### src/rtl/ws2812_frame_decoder_if.sv
// Byte-write side of the pulse-width serial LED stream decoder, plus the serial line itself.
// The decoder is the master: it samples data_in and drives the byte/frame status outputs.
interface ws2812_frame_decoder_if;
  logic       data_in;
  logic       byte_valid;
  logic [7:0] byte_data;
  logic [7:0] byte_addr;
  logic       frame_done;
  logic       busy;
  logic       bit_error;
  logic       overflow;

  modport master (
    input  data_in,
    output byte_valid,
    output byte_data,
    output byte_addr,
    output frame_done,
    output busy,
    output bit_error,
    output overflow
  );

  modport slave (
    output data_in,
    input  byte_valid,
    input  byte_data,
    input  byte_addr,
    input  frame_done,
    input  busy,
    input  bit_error,
    input  overflow
  );
endinterface

### src/rtl/ws2812_frame_decoder.sv
// Decodes a pulse-width-coded single-wire LED stream into addressed bytes, detecting the
// long-low frame latch, malformed pulses, partial bytes and frame overflow.
module ws2812_frame_decoder #(
  parameter int unsigned N_LEDS     = 25,
  parameter int unsigned T_THRESH   = 60,
  parameter int unsigned T_MAX_HIGH = 120,
  parameter int unsigned T_LATCH    = 5000
) (
  input  logic                          clk,
  input  logic                          reset,
  ws2812_frame_decoder_if.master        bus
);

  localparam int unsigned CntW = $clog2(T_LATCH + 1);

  localparam logic [CntW-1:0] CntMax    = '1;
  localparam logic [CntW-1:0] CntOne    = CntW'(1);
  localparam logic [CntW-1:0] LatchLast = CntW'(T_LATCH - 1);
  localparam logic [CntW-1:0] Thresh    = CntW'(T_THRESH);
  localparam logic [CntW-1:0] MaxHigh   = CntW'(T_MAX_HIGH);
  localparam logic [7:0]      CapAddr   = 8'(3 * N_LEDS);

  typedef enum logic [1:0] {StSync, StIdle, StHigh, StLow} state_e;

  logic din_m, din_s, din_d;
  logic rise, fall;

  state_e          state_q, state_d;
  logic [CntW-1:0] cnt_q, cnt_d, cnt_inc;
  logic [2:0]      bit_cnt_q, bit_cnt_d;
  logic [7:0]      shift_q, shift_d;
  logic [7:0]      addr_q, addr_d;
  logic            byte_valid_q, byte_valid_d;
  logic [7:0]      byte_data_q, byte_data_d;
  logic [7:0]      byte_addr_q, byte_addr_d;
  logic            frame_done_q, frame_done_d;
  logic            bit_error_q, bit_error_d;
  logic            overflow_q, overflow_d;
  logic            bit_val;
  logic [7:0]      new_byte;

  // Two-flop synchroniser plus a delayed copy for edge detection.
  always_ff @(posedge clk) begin
    if (!reset) begin
      din_m <= 1'b0;
      din_s <= 1'b0;
      din_d <= 1'b0;
    end else begin
      din_m <= bus.data_in;
      din_s <= din_m;
      din_d <= din_s;
    end
  end

  assign rise     = din_s & ~din_d;
  assign fall     = ~din_s & din_d;
  assign cnt_inc  = (cnt_q == CntMax) ? cnt_q : cnt_q + CntOne;
  assign bit_val  = (cnt_q >= Thresh);
  assign new_byte = {shift_q[6:0], bit_val};

  always_comb begin
    state_d      = state_q;
    cnt_d        = cnt_q;
    bit_cnt_d    = bit_cnt_q;
    shift_d      = shift_q;
    addr_d       = addr_q;
    byte_valid_d = 1'b0;
    byte_data_d  = byte_data_q;
    byte_addr_d  = byte_addr_q;
    frame_done_d = 1'b0;
    bit_error_d  = 1'b0;
    overflow_d   = overflow_q;

    unique case (state_q)
      StSync: begin
        if (din_s) begin
          cnt_d = '0;
        end else if (cnt_q >= LatchLast) begin
          cnt_d   = '0;
          state_d = StIdle;
        end else begin
          cnt_d = cnt_inc;
        end
      end
      StIdle: begin
        if (rise) begin
          cnt_d   = CntOne;
          state_d = StHigh;
        end
      end
      StHigh: begin
        if (fall) begin
          shift_d   = new_byte;
          bit_cnt_d = bit_cnt_q + 3'd1;
          cnt_d     = CntOne;
          state_d   = StLow;
          if (bit_cnt_q == 3'd7) begin
            if (addr_q == CapAddr) begin
              overflow_d = 1'b1;
            end else begin
              byte_valid_d = 1'b1;
              byte_data_d  = new_byte;
              byte_addr_d  = addr_q;
              addr_d       = addr_q + 8'd1;
            end
          end
        end else if (cnt_q >= MaxHigh) begin
          // Pulse would exceed the longest legal high time: drop the frame and resync.
          bit_error_d = 1'b1;
          cnt_d       = '0;
          bit_cnt_d   = '0;
          shift_d     = '0;
          addr_d      = '0;
          state_d     = StSync;
        end else begin
          cnt_d = cnt_inc;
        end
      end
      StLow: begin
        // Latch wins over a rising edge arriving in the same cycle.
        if (cnt_q >= LatchLast) begin
          frame_done_d = 1'b1;
          bit_error_d  = (bit_cnt_q != 3'd0);
          overflow_d   = 1'b0;
          addr_d       = '0;
          bit_cnt_d    = '0;
          shift_d      = '0;
          cnt_d        = '0;
          state_d      = StIdle;
        end else if (rise) begin
          cnt_d   = CntOne;
          state_d = StHigh;
        end else begin
          cnt_d = cnt_inc;
        end
      end
      default: state_d = StSync;
    endcase
  end

  always_ff @(posedge clk) begin
    if (!reset) begin
      state_q      <= StSync;
      cnt_q        <= '0;
      bit_cnt_q    <= '0;
      shift_q      <= '0;
      addr_q       <= '0;
      byte_valid_q <= 1'b0;
      byte_data_q  <= '0;
      byte_addr_q  <= '0;
      frame_done_q <= 1'b0;
      bit_error_q  <= 1'b0;
      overflow_q   <= 1'b0;
    end else begin
      state_q      <= state_d;
      cnt_q        <= cnt_d;
      bit_cnt_q    <= bit_cnt_d;
      shift_q      <= shift_d;
      addr_q       <= addr_d;
      byte_valid_q <= byte_valid_d;
      byte_data_q  <= byte_data_d;
      byte_addr_q  <= byte_addr_d;
      frame_done_q <= frame_done_d;
      bit_error_q  <= bit_error_d;
      overflow_q   <= overflow_d;
    end
  end

  assign bus.byte_valid = byte_valid_q;
  assign bus.byte_data  = byte_data_q;
  assign bus.byte_addr  = byte_addr_q;
  assign bus.frame_done = frame_done_q;
  assign bus.bit_error  = bit_error_q;
  assign bus.overflow   = overflow_q;
  assign bus.busy       = (state_q == StHigh) || (state_q == StLow);

endmodule

### src/flat_wrapper.sv
// flat-port wrapper written by rule: the top's interface ports become plain ports
module ws2812_frame_decoder_flat 
#(
  parameter int unsigned N_LEDS     = 25,
  parameter int unsigned T_THRESH   = 60,
  parameter int unsigned T_MAX_HIGH = 120,
  parameter int unsigned T_LATCH    = 5000
)
  (clk, reset, bus_data_in, bus_byte_valid, bus_byte_data, bus_byte_addr, bus_frame_done, bus_busy, bus_bit_error, bus_overflow);
  ws2812_frame_decoder_if bus_i ();
  input  logic clk;
  input  logic reset;
  input wire logic [$bits(bus_i.data_in)-1:0] bus_data_in;
  output wire logic [$bits(bus_i.byte_valid)-1:0] bus_byte_valid;
  output wire logic [$bits(bus_i.byte_data)-1:0] bus_byte_data;
  output wire logic [$bits(bus_i.byte_addr)-1:0] bus_byte_addr;
  output wire logic [$bits(bus_i.frame_done)-1:0] bus_frame_done;
  output wire logic [$bits(bus_i.busy)-1:0] bus_busy;
  output wire logic [$bits(bus_i.bit_error)-1:0] bus_bit_error;
  output wire logic [$bits(bus_i.overflow)-1:0] bus_overflow;
  assign bus_i.data_in = bus_data_in;
  assign bus_byte_valid = bus_i.byte_valid;
  assign bus_byte_data = bus_i.byte_data;
  assign bus_byte_addr = bus_i.byte_addr;
  assign bus_frame_done = bus_i.frame_done;
  assign bus_busy = bus_i.busy;
  assign bus_bit_error = bus_i.bit_error;
  assign bus_overflow = bus_i.overflow;
  ws2812_frame_decoder #(.N_LEDS(N_LEDS), .T_THRESH(T_THRESH), .T_MAX_HIGH(T_MAX_HIGH), .T_LATCH(T_LATCH)) u_core (.clk(clk), .reset(reset), .bus(bus_i));
endmodule
### config.mk
export PLATFORM = sky130hd
export DESIGN_NAME = ws2812_frame_decoder_flat
export DESIGN_NICKNAME = d
export VERILOG_FILES = /design/src/rtl/ws2812_frame_decoder_if.sv /design/src/rtl/ws2812_frame_decoder.sv /design/src/flat_wrapper.sv
export SDC_FILE = /design/constraint.sdc
export NUM_CORES = 1
export LEC_CHECK = 0
export ABC_CLOCK_PERIOD_IN_PS = 2600
export BUFFER_PORTS_ARGS = -buffer_cell sky130_fd_sc_hd__buf_2
export CAP_MARGIN = 40
export CORE_MARGIN = 2
export CORE_UTILIZATION = 59
export CTS_CLUSTER_DIAMETER = 50
export DETAILED_ROUTE_END_ITERATION = 7
export PLACE_DENSITY = 0.85
export RECOVER_POWER = 25
export SYNTH_ARGS = -nofsm -noshare
export SYNTH_HDL_FRONTEND = slang
export SYNTH_SLANG_ARGS = --single-unit
### constraint.sdc
create_clock -name clk -period 2.6 [get_ports clk]
set_input_delay 0.26 -clock clk [delete_from_list [all_inputs] [get_ports clk]]
set_output_delay 0.26 -clock clk [all_outputs]
set_load 0.02 [all_outputs]
==> qor.txt, run 1 <==
Setup CP Type -> reg2reg
first-pass GRT wire length -> 10.4 mm
I/O Pins -> 24
post-route cell area -> 0.00303 mm²
Clock Path Buffers -> 2
Initial DRT Pass Iterations -> 4
leading cell type in the layout, fill and taps excluded -> dfxtp_1
ys async rst share -> 0
CP Launch Type -> flip-flop
Iter 0 DRT Violations -> 290
CP Data Required Time -> 2.79 ns
highest metal layer with signal wires -> met4
Pwr Total -> 1.41 mW
worst flop-to-flop path startpoint -> u_core.cnt_q[7]$_SDFFE_PN0P_
die area -> 0.00537 mm²
Critical Path AT -> 2.41 ns
Synth Net Count -> 330
r2r worst-path depth -> 6
row count -> 25
Initial Utilization -> 0.608
Hold Vio Cnt, Final -> 0
Antenna Violating Nets Remaining -> 0
status -> finished clean
FILL cells -> 391
Synth Warn # -> 0
largest net degree at the start of global routing -> 29
ranking of synthesized cells by area -> dfxtp_1 (40%), mux2i_1 (8.1%), nand2_1 (5.6%), nor2_1 (4.9%), ha_1 (2.7%)
top cell type's share of synthesized area -> 0.396
post-detail-place hpwl -> 4.13 mm
CTS tree -> yes
max-cap violation count -> 0
Post CTS Setup Buffer Count -> 0
worst-skew pair later-pin latency -> 0.31 ns
Slew @ Worst Pin -> 1.07 ns
WL/cell -> 15.2 µm
Worst-path clk slew -> 0.09 ns
vias in the first global route -> 2225
crit path from -> u_core.cnt_q[7]$_SDFFE_PN0P_
Syn Area/Cell -> 8.82 µm²
post-CTS sizing -> 0
Routed WL -> 6.03 mm
Routed met3 length -> 364 µm
Worst R2R End -> u_core.cnt_q[8]$_SDFFE_PN0P_
layout cells sized above 1 -> 0.105
Leak Pwr -> 1.11 nW
Seq cells post-synth -> 56
H-tree depth -> 2
crit path to -> u_core.cnt_q[8]$_SDFFE_PN0P_
Overflow after GRT -> 0
cell area after synthesis -> 0.00283 mm²
Post-synth EDFFs -> 0
final net count -> 350
Synth area leader -> dfxtp_1
GPL Wtd Cong -> 0.961
core area -> 0.00466 mm²
CP max-delay cell -> a2111oi_2
Cell Chain, Critical Path -> nand4_4, a2111oi_2, nor4_2, buf_4, o31ai_4, nor2_1
register area -> 0.00112 mm²
Num CTS Buffers -> 5
cts hold-fix bufs -> 0
Tmin final -> 2.23 ns
worst-path fanout max -> 9
Power per Cell Area -> 465 mW/mm²
area of the multi-input gates -> 0.00156 mm²
initial antenna violation count -> 0
CP endpoint kind -> flip-flop
Worst Hold Slack -> 0.150 ns
DP Area -> 0.00296 mm²
top_reg_cell synth -> dfxtp_1
residual DRC count -> 0
hold_sp -> bus_data_in
Layout area overhead -> 6.80%
Hold WC Path Type -> in2reg
Die Wd -> 73.3 µm
Final setup viols -> 0
slowest stage delay, CP -> 0.61 ns
commonest cells after routing, fill and taps aside -> dfxtp_1 (56), nand2_1 (42), nor2_1 (37)
clock sink count -> 56
GRT Total Usage -> 0.245
sequential area share after synthesis -> 0.396
Distinct cells, synth -> 60
Max transition margin -> 0.284
met2 wire length -> 2.83 mm
Vias -> 2379
clk_skew -> 0.00310 ns
met1 wire length -> 2.74 mm
max-slew violation count -> 0
R2R setup slack -> 0.37 ns
setup total negative slack -> 0 ns
Via density -> 6.01
CTS Root Buffer Type -> clkbuf_8
RSZ-0062 raised after global routing -> false
# diodes -> 0
FMAX -> 0.449 GHz
worst IR drop on VDD -> 0.320 mV
Port Buffers -> 23
cell count after synthesis -> 321
DIE HEIGHT -> 73.3 µm
Hold Crit Depth -> 2
Final period util -> 0.856
[worst max-delay path: cells and delay by family (launching register included)]
family / cells / cell delay [ns]
AO/OA/AOI/OAI: 2 / 0.99
buffers and inverters: 1 / 0.19
AND/OR/NAND/NOR: 3 / 0.38
flip-flops: 1 / 0.54
[final cells by class]
type                    count  share of cell area
inverters                  12              0.0149
repair buffers             30              0.0484
clock buffers               8              0.0298
flip-flops and latches     56               0.371
multi-input cells         236               0.514
well taps                  54              0.0223
[per-layer routing]
layer  vias up  global-route usage
met3        13              0.0508
met1      1106               0.332
met5         -                   0
met2        79               0.390
met4         0              0.0848
li1       1181                   -
[stage by stage]
stage	std cells	setup WS (ns)	utilization
floorplan	321	0.765	-
global placement	388	0.544	0.634
detailed placement	388	0.410	0.634
CTS	396	0.398	0.654
global route	396	0.188	0.649
finish	396	0.374	0.649
[synth_stat cells, types with 2 or more instances]
cell type and count:
a211oi_1 2, a21oi_1 12, a22oi_1 2, a41oi_1 5, and2_1 5, and3_1 3
buf_4 5, clkbuf_1 7, clkbuf_8 2, dfxtp_1 56, ha_1 6, inv_1 11
mux2i_1 23, nand2_1 42, nand2b_1 3, nand3_1 7, nand4_1 7, nor2_1 37
nor2b_1 5, nor3_1 7, nor3_4 2, nor4_1 7, o211ai_1 3, o21ai_0 14
o22ai_1 3, o311a_1 2, o31a_1 2, or4_4 2, xnor2_1 8
[registers in the layout (all words and copies together) (netlist names), 2 cells and up]
register / flops
u_core.bus.byte_addr: 8
u_core.shift_q: 7
u_core.bit_cnt_q: 3
u_core.addr_q: 8
u_core.bus.byte_data: 8
u_core.cnt_q: 13
u_core.state_q: 2
[cells by family after synthesis]
family | Yosys count | synth area share
fa+ha+maj | 6 | 0.0265
buf+inv | 29 | 0.0552
simple gates | 138 | 0.254
compound gates | 61 | 0.163
flops | 56 | 0.396
mux | 23 | 0.0813
xor+xnor | 8 | 0.0247
[worst min-delay path by stage]
stage | to | slack (ns)
floorplan | u_core.din_m$_SDFF_PN0_ | 0.39
global placement | u_core.bus.byte_addr[2]$_SDFFE_PN0P_ | 0.44
detailed placement | u_core.din_s$_SDFF_PN0_ | 0.44
CTS | u_core.din_m$_SDFF_PN0_ | 0.15
global route | u_core.din_m$_SDFF_PN0_ | 0.14
finish | u_core.din_m$_SDFF_PN0_ | 0.15
[report_power, final]
| group | switching, mW | internal, mW |
|---|---|---|
| Clock | 0.268 | 0.218 |
| Combinational | 0.0338 | 0.0168 |
| Sequential | 0.00788 | 0.863 |
Power figures use the tool's default switching activity.
==> inputs of run 2 (changes only) <==
- ABC_CLOCK_PERIOD_IN_PS: 2600 -> 2800
- CORE_UTILIZATION: 59 -> 64
- PLACE_DENSITY: 0.85 -> 0.91
- clock period: 2.6 -> 2.8 ns (I/O delays scaled with it)
==> run 2 against run 1 <==
Global-route usage grew 0.53 points. Critical path depth shrank 1. Count of clock-buffer cells in the layout shrank 3. Register-to-register slack gained 0.06 ns. Total power shrank 12%. Fmax shrank 5.8%. Routed wire length shrank 1.1%. Core utilization grew 4.3 points. Critical endpoint is now u_core.cnt_q[1]$_SDFFE_PN0P_. Highest routed layer unchanged.
==> qor.txt, run 2 (synthesis gave the netlist of run 1 again) <==
status -> finished clean
Final period util -> 0.844
# diodes -> 0
Hold WC Path Type -> in2reg
post-route cell area -> 0.00297 mm²
die area -> 0.00497 mm²
worst IR drop on VDD -> 0.349 mV
post-CTS sizing -> 0
residual DRC count -> 0
DP Area -> 0.00292 mm²
Post CTS Setup Buffer Count -> 0
Tmin final -> 2.36 ns
Iter 0 DRT Violations -> 253
commonest cells after routing, fill and taps aside -> dfxtp_1 (56), nand2_1 (42), nor2_1 (37)
Power per Cell Area -> 419 mW/mm²
Slew @ Worst Pin -> 1.10 ns
CTS Root Buffer Type -> clkbuf_8
max-slew violation count -> 0
largest register by flop count -> u_core.cnt_q
WL/cell -> 15.4 µm
RSZ-0062 raised after global routing -> false
Final setup viols -> 0
Critical Path AT -> 2.58 ns
final core occ -> 0.692
setup total negative slack -> 0 ns
Initial Utilization -> 0.660
Leak Pwr -> 1.08 nW
Num CTS Buffers -> 5
Layout area overhead -> 4.90%
Hold Vio Cnt, Final -> 0
worst-skew pair later-pin latency -> 0.30 ns
Port Buffers -> 23
leading cell type in the layout, fill and taps excluded -> dfxtp_1
cts hold-fix bufs -> 0
Setup CP Type -> reg2reg
row count -> 24
post-detail-place hpwl -> 4.10 mm
Worst Hold Slack -> 0.195 ns
CP Data Required Time -> 3.02 ns
vias in the first global route -> 2331
layout cells sized above 1 -> 0.0925
DIE HEIGHT -> 70.5 µm
GRT Total Usage -> 0.251
max-cap violation count -> 0
FILL cells -> 339
I/O Pins -> 24
CP endpoint kind -> flip-flop
initial antenna violation count -> 0
worst-path fanout max -> 21
register area -> 0.00112 mm²
largest net degree at the start of global routing -> 29
clock sink count -> 56
Routed WL -> 5.97 mm
GPL Wtd Cong -> 0.936
pre-CTS WS -> 0.506 ns
Worst-path clk slew -> 0.09 ns
final net count -> 346
clk_skew -> 0.00563 ns
CTS tree -> yes
area of the multi-input gates -> 0.00156 mm²
core area -> 0.00429 mm²
FMAX -> 0.423 GHz
Via density -> 6.27
Clock Path Buffers -> 2
Vias -> 2427
Antenna Violating Nets Remaining -> 0
Max transition margin -> 0.264
max reg flops -> 13
H-tree depth -> 2
Die Wd -> 70.5 µm
first-pass GRT wire length -> 10.2 mm
Initial DRT Pass Iterations -> 5
CP Launch Type -> flip-flop
Overflow after GRT -> 0
setup ws final -> 0.437 ns
-- run 2: cell types whose count changed in the layout (fill, tap and decap cells not counted) --
cell and change:
buf_4 -4, clkbuf_1 -2, clkbuf_8 -1
-- run 2: where the power goes --
group          internal (mW)  leakage, nW  switching, mW
registers              0.801        0.452        0.00739
logic                 0.0148        0.592         0.0309
clock network          0.162       0.0359          0.229
-- run 2: layout make-up --
| cell class | instances | share of cell area |
|---|---|---|
| inverter | 12 | 0.0152 |
| multi-input combinational | 236 | 0.523 |
| sequential | 56 | 0.377 |
| tap | 52 | 0.0219 |
| timing repair buffer | 26 | 0.0392 |
| clock buffer | 5 | 0.0232 |
-- run 2: per-layer routing --
metal,vias to the layer above,GRT usage,wire (µm)
met5,-,0,0
met4,0,0.111,163
met3,19,0.0442,426
met2,102,0.416,2850
met1,1130,0.322,2530
li1,1176,-,-
-- run 2: critical path: stages, from the launching register on --
cell	delay, ns
dfxtp_1	0.74
nand2_1	0.29
o22a_1	0.28
nor4_2	0.62
o21ai_0	0.16
a21oi_1	0.17
-- run 2: worst paths after layout --
check        slack [ns]  depth (start not counted)                      endpoint                      startpoint
max                0.44                          5  u_core.cnt_q[1]$_SDFFE_PN0P_  u_core.state_q[1]$_SDFFE_PN0P_
min                0.20                          2       u_core.din_m$_SDFF_PN0_                     bus_data_in
min reg2reg        0.44                          1       u_core.din_s$_SDFF_PN0_         u_core.din_m$_SDFF_PN0_
max reg2reg        0.44                          5  u_core.cnt_q[1]$_SDFFE_PN0P_  u_core.state_q[1]$_SDFFE_PN0P_
-- run 2: per-stage QoR --
| step | std cells | power (mW) |
|---|---|---|
| after floorplan | 321 | 0.860 |
| after global placement | 382 | 0.871 |
| after detailed placement | 382 | 0.872 |
| after CTS | 387 | 1.25 |
| after global routing | 387 | 1.28 |
| final | 387 | 1.24 |
==> inputs of run 3 (changes only) <==
- ABC_CLOCK_PERIOD_IN_PS: 2800 -> 2340
- CORE_UTILIZATION: 64 -> 59
- PLACE_DENSITY: 0.91 -> 0.85
- clock period: 2.8 -> 2.34 ns (I/O delays scaled with it)
==> run 3 against run 2 <==
Non-clock buffer count rose by 12. Sequential share of layout area fell by 1.6 points. Worst setup slack got worse by 0.17 ns. Largest cell class unchanged. Largest power group unchanged. Highest routed layer unchanged.
==> qor.txt, run 3 (synthesis gave the netlist of run 1 again) <==
Power per Cell Area -> 519 mW/mm²
Leak Pwr -> 1.15 nW
# diodes -> 0
max-cap violation count -> 0
Switch Pwr -> 0.385 mW
Hold Vio Cnt, Final -> 0
RSZ-0062 raised after global routing -> false
Initial Utilization -> 0.608
H-tree depth -> 2
post-detail-place hpwl -> 4.18 mm
Max transition margin -> 0.297
switching share of power -> 0.239
vias in the first global route -> 2202
max reg flops -> 13
CTS tree -> yes
Initial DRT Pass Iterations -> 4
Vias -> 2431
R2R setup slack -> 0.27 ns
Critical Path AT -> 2.27 ns
combinational power share -> 0.036
CP Data Required Time -> 2.54 ns
clock sink count -> 56
residual DRC count -> 0
first-pass GRT wire length -> 10.2 mm
Slew @ Worst Pin -> 1.05 ns
max-slew violation count -> 0
Iter 0 DRT Violations -> 259
initial antenna violation count -> 0
DIE HEIGHT -> 73.3 µm
commonest cells after routing, fill and taps aside -> dfxtp_1 (56), nand2_1 (42), nor2_1 (37)
final net count -> 358
Setup CP Type -> reg2reg
Hold WC Path Type -> in2reg
Final setup viols -> 0
GRT Total Usage -> 0.238
Tmin final -> 2.07 ns
Internal -> 1.23 mW
WL/cell -> 14.6 µm
die area -> 0.00537 mm²
FMAX -> 0.483 GHz
leading cell type in the layout, fill and taps excluded -> dfxtp_1
clk_skew -> 0.00917 ns
CTS Root Buffer Type -> clkbuf_8
largest net degree at the start of global routing -> 29
CP Launch Type -> flip-flop
Clock Path Buffers -> 2
status -> finished clean
sequential share of power -> 0.600
Pwr Total -> 1.61 mW
largest register by flop count -> u_core.cnt_q
worst IR drop on VDD -> 0.392 mV
register area -> 0.00112 mm²
Worst-path clk slew -> 0.11 ns
cts hold-fix bufs -> 0
Worst Hold Slack -> 0.113 ns
layout cells sized above 1 -> 0.131
FILL cells -> 393
Via density -> 6.02
setup total negative slack -> 0 ns
worst-path fanout max -> 10
Final period util -> 0.886
Die Wd -> 73.3 µm
I/O Pins -> 24
row count -> 25
worst-skew pair later-pin latency -> 0.32 ns
Clock Power Share -> 0.364
GPL Wtd Cong -> 0.961
Port Buffers -> 23
Routed WL -> 5.91 mm
CP endpoint kind -> flip-flop
Overflow after GRT -> 0
Antenna Violating Nets Remaining -> 0
core area -> 0.00466 mm²
area of the multi-input gates -> 0.00156 mm²
Layout area overhead -> 9.58%
Num CTS Buffers -> 5
==> run 3: area by class of cell <==
cell class / instances / share of cell area
sequential: 56 / 0.361
timing repair buffer: 38 / 0.0665
tap: 54 / 0.0218
multi-input combinational: 236 / 0.503
clock buffer: 6 / 0.0266
clock inverter: 2 / 0.00605
inverter: 12 / 0.0145
==> run 3: timing repair <==
action | 4_1_cts | 5_1_grt
setup endpoints to repair | 0 | 4
buffers inserted | 0 | 0
resized for setup | 0 | 1
==> run 3: stage by stage <==
step / util / worst slack, ns / std cells / instance area (µm²)
detailed placement: 0.647 / 0.147 / 396 / 3020
global placement: 0.647 / 0.205 / 396 / 3020
floorplan: - / 0.505 / 321 / 2830
finish: 0.666 / 0.268 / 404 / 3100
CTS: 0.669 / 0.108 / 404 / 3120
global route: 0.666 / 0.0274 / 404 / 3100
==> run 3: power by group through the flow <==
stage	registers, mW	clock network [mW]	logic (mW)
final	0.968	0.586	0.0575
after global routing	0.969	0.625	0.0637
after CTS	0.967	0.591	0.0576
after detailed placement	0.989	0	0.0569
after global placement	0.988	0	0.0561
after floorplan	0.987	0	0.0417
==> run 3: per-layer routing <==
metal / routed length [µm] / global-route usage / vias up / share of wire
li1: - / - / 1204 / -
met1: 2680 / 0.332 / 1130 / 0.45
met2: 2720 / 0.370 / 82 / 0.46
met3: 403 / 0.0480 / 15 / 0.068
met4: 109 / 0.0808 / 0 / 0.018
met5: 0 / 0 / - / 0
==> run 3: critical path, cell delays in order, from the launching register on <==
cell,delay [ns]
dfxtp_1,0.35
buf_4,0.17
nor4_1,0.51
nand4_1,0.25
o21ai_0,0.35
a21oi_4,0.15
mux2i_1,0.18
==> run 3: path summary, 6_finish.rpt <==
path	start	to	cells past startpoint
max	u_core.cnt_q[7]$_SDFFE_PN0P_	u_core.shift_q[6]$_SDFFE_PN0P_	6
min	bus_data_in	u_core.din_m$_SDFF_PN0_	2
max reg2reg	u_core.cnt_q[7]$_SDFFE_PN0P_	u_core.shift_q[6]$_SDFFE_PN0P_	6
min reg2reg	u_core.din_m$_SDFF_PN0_	u_core.din_s$_SDFF_PN0_	1
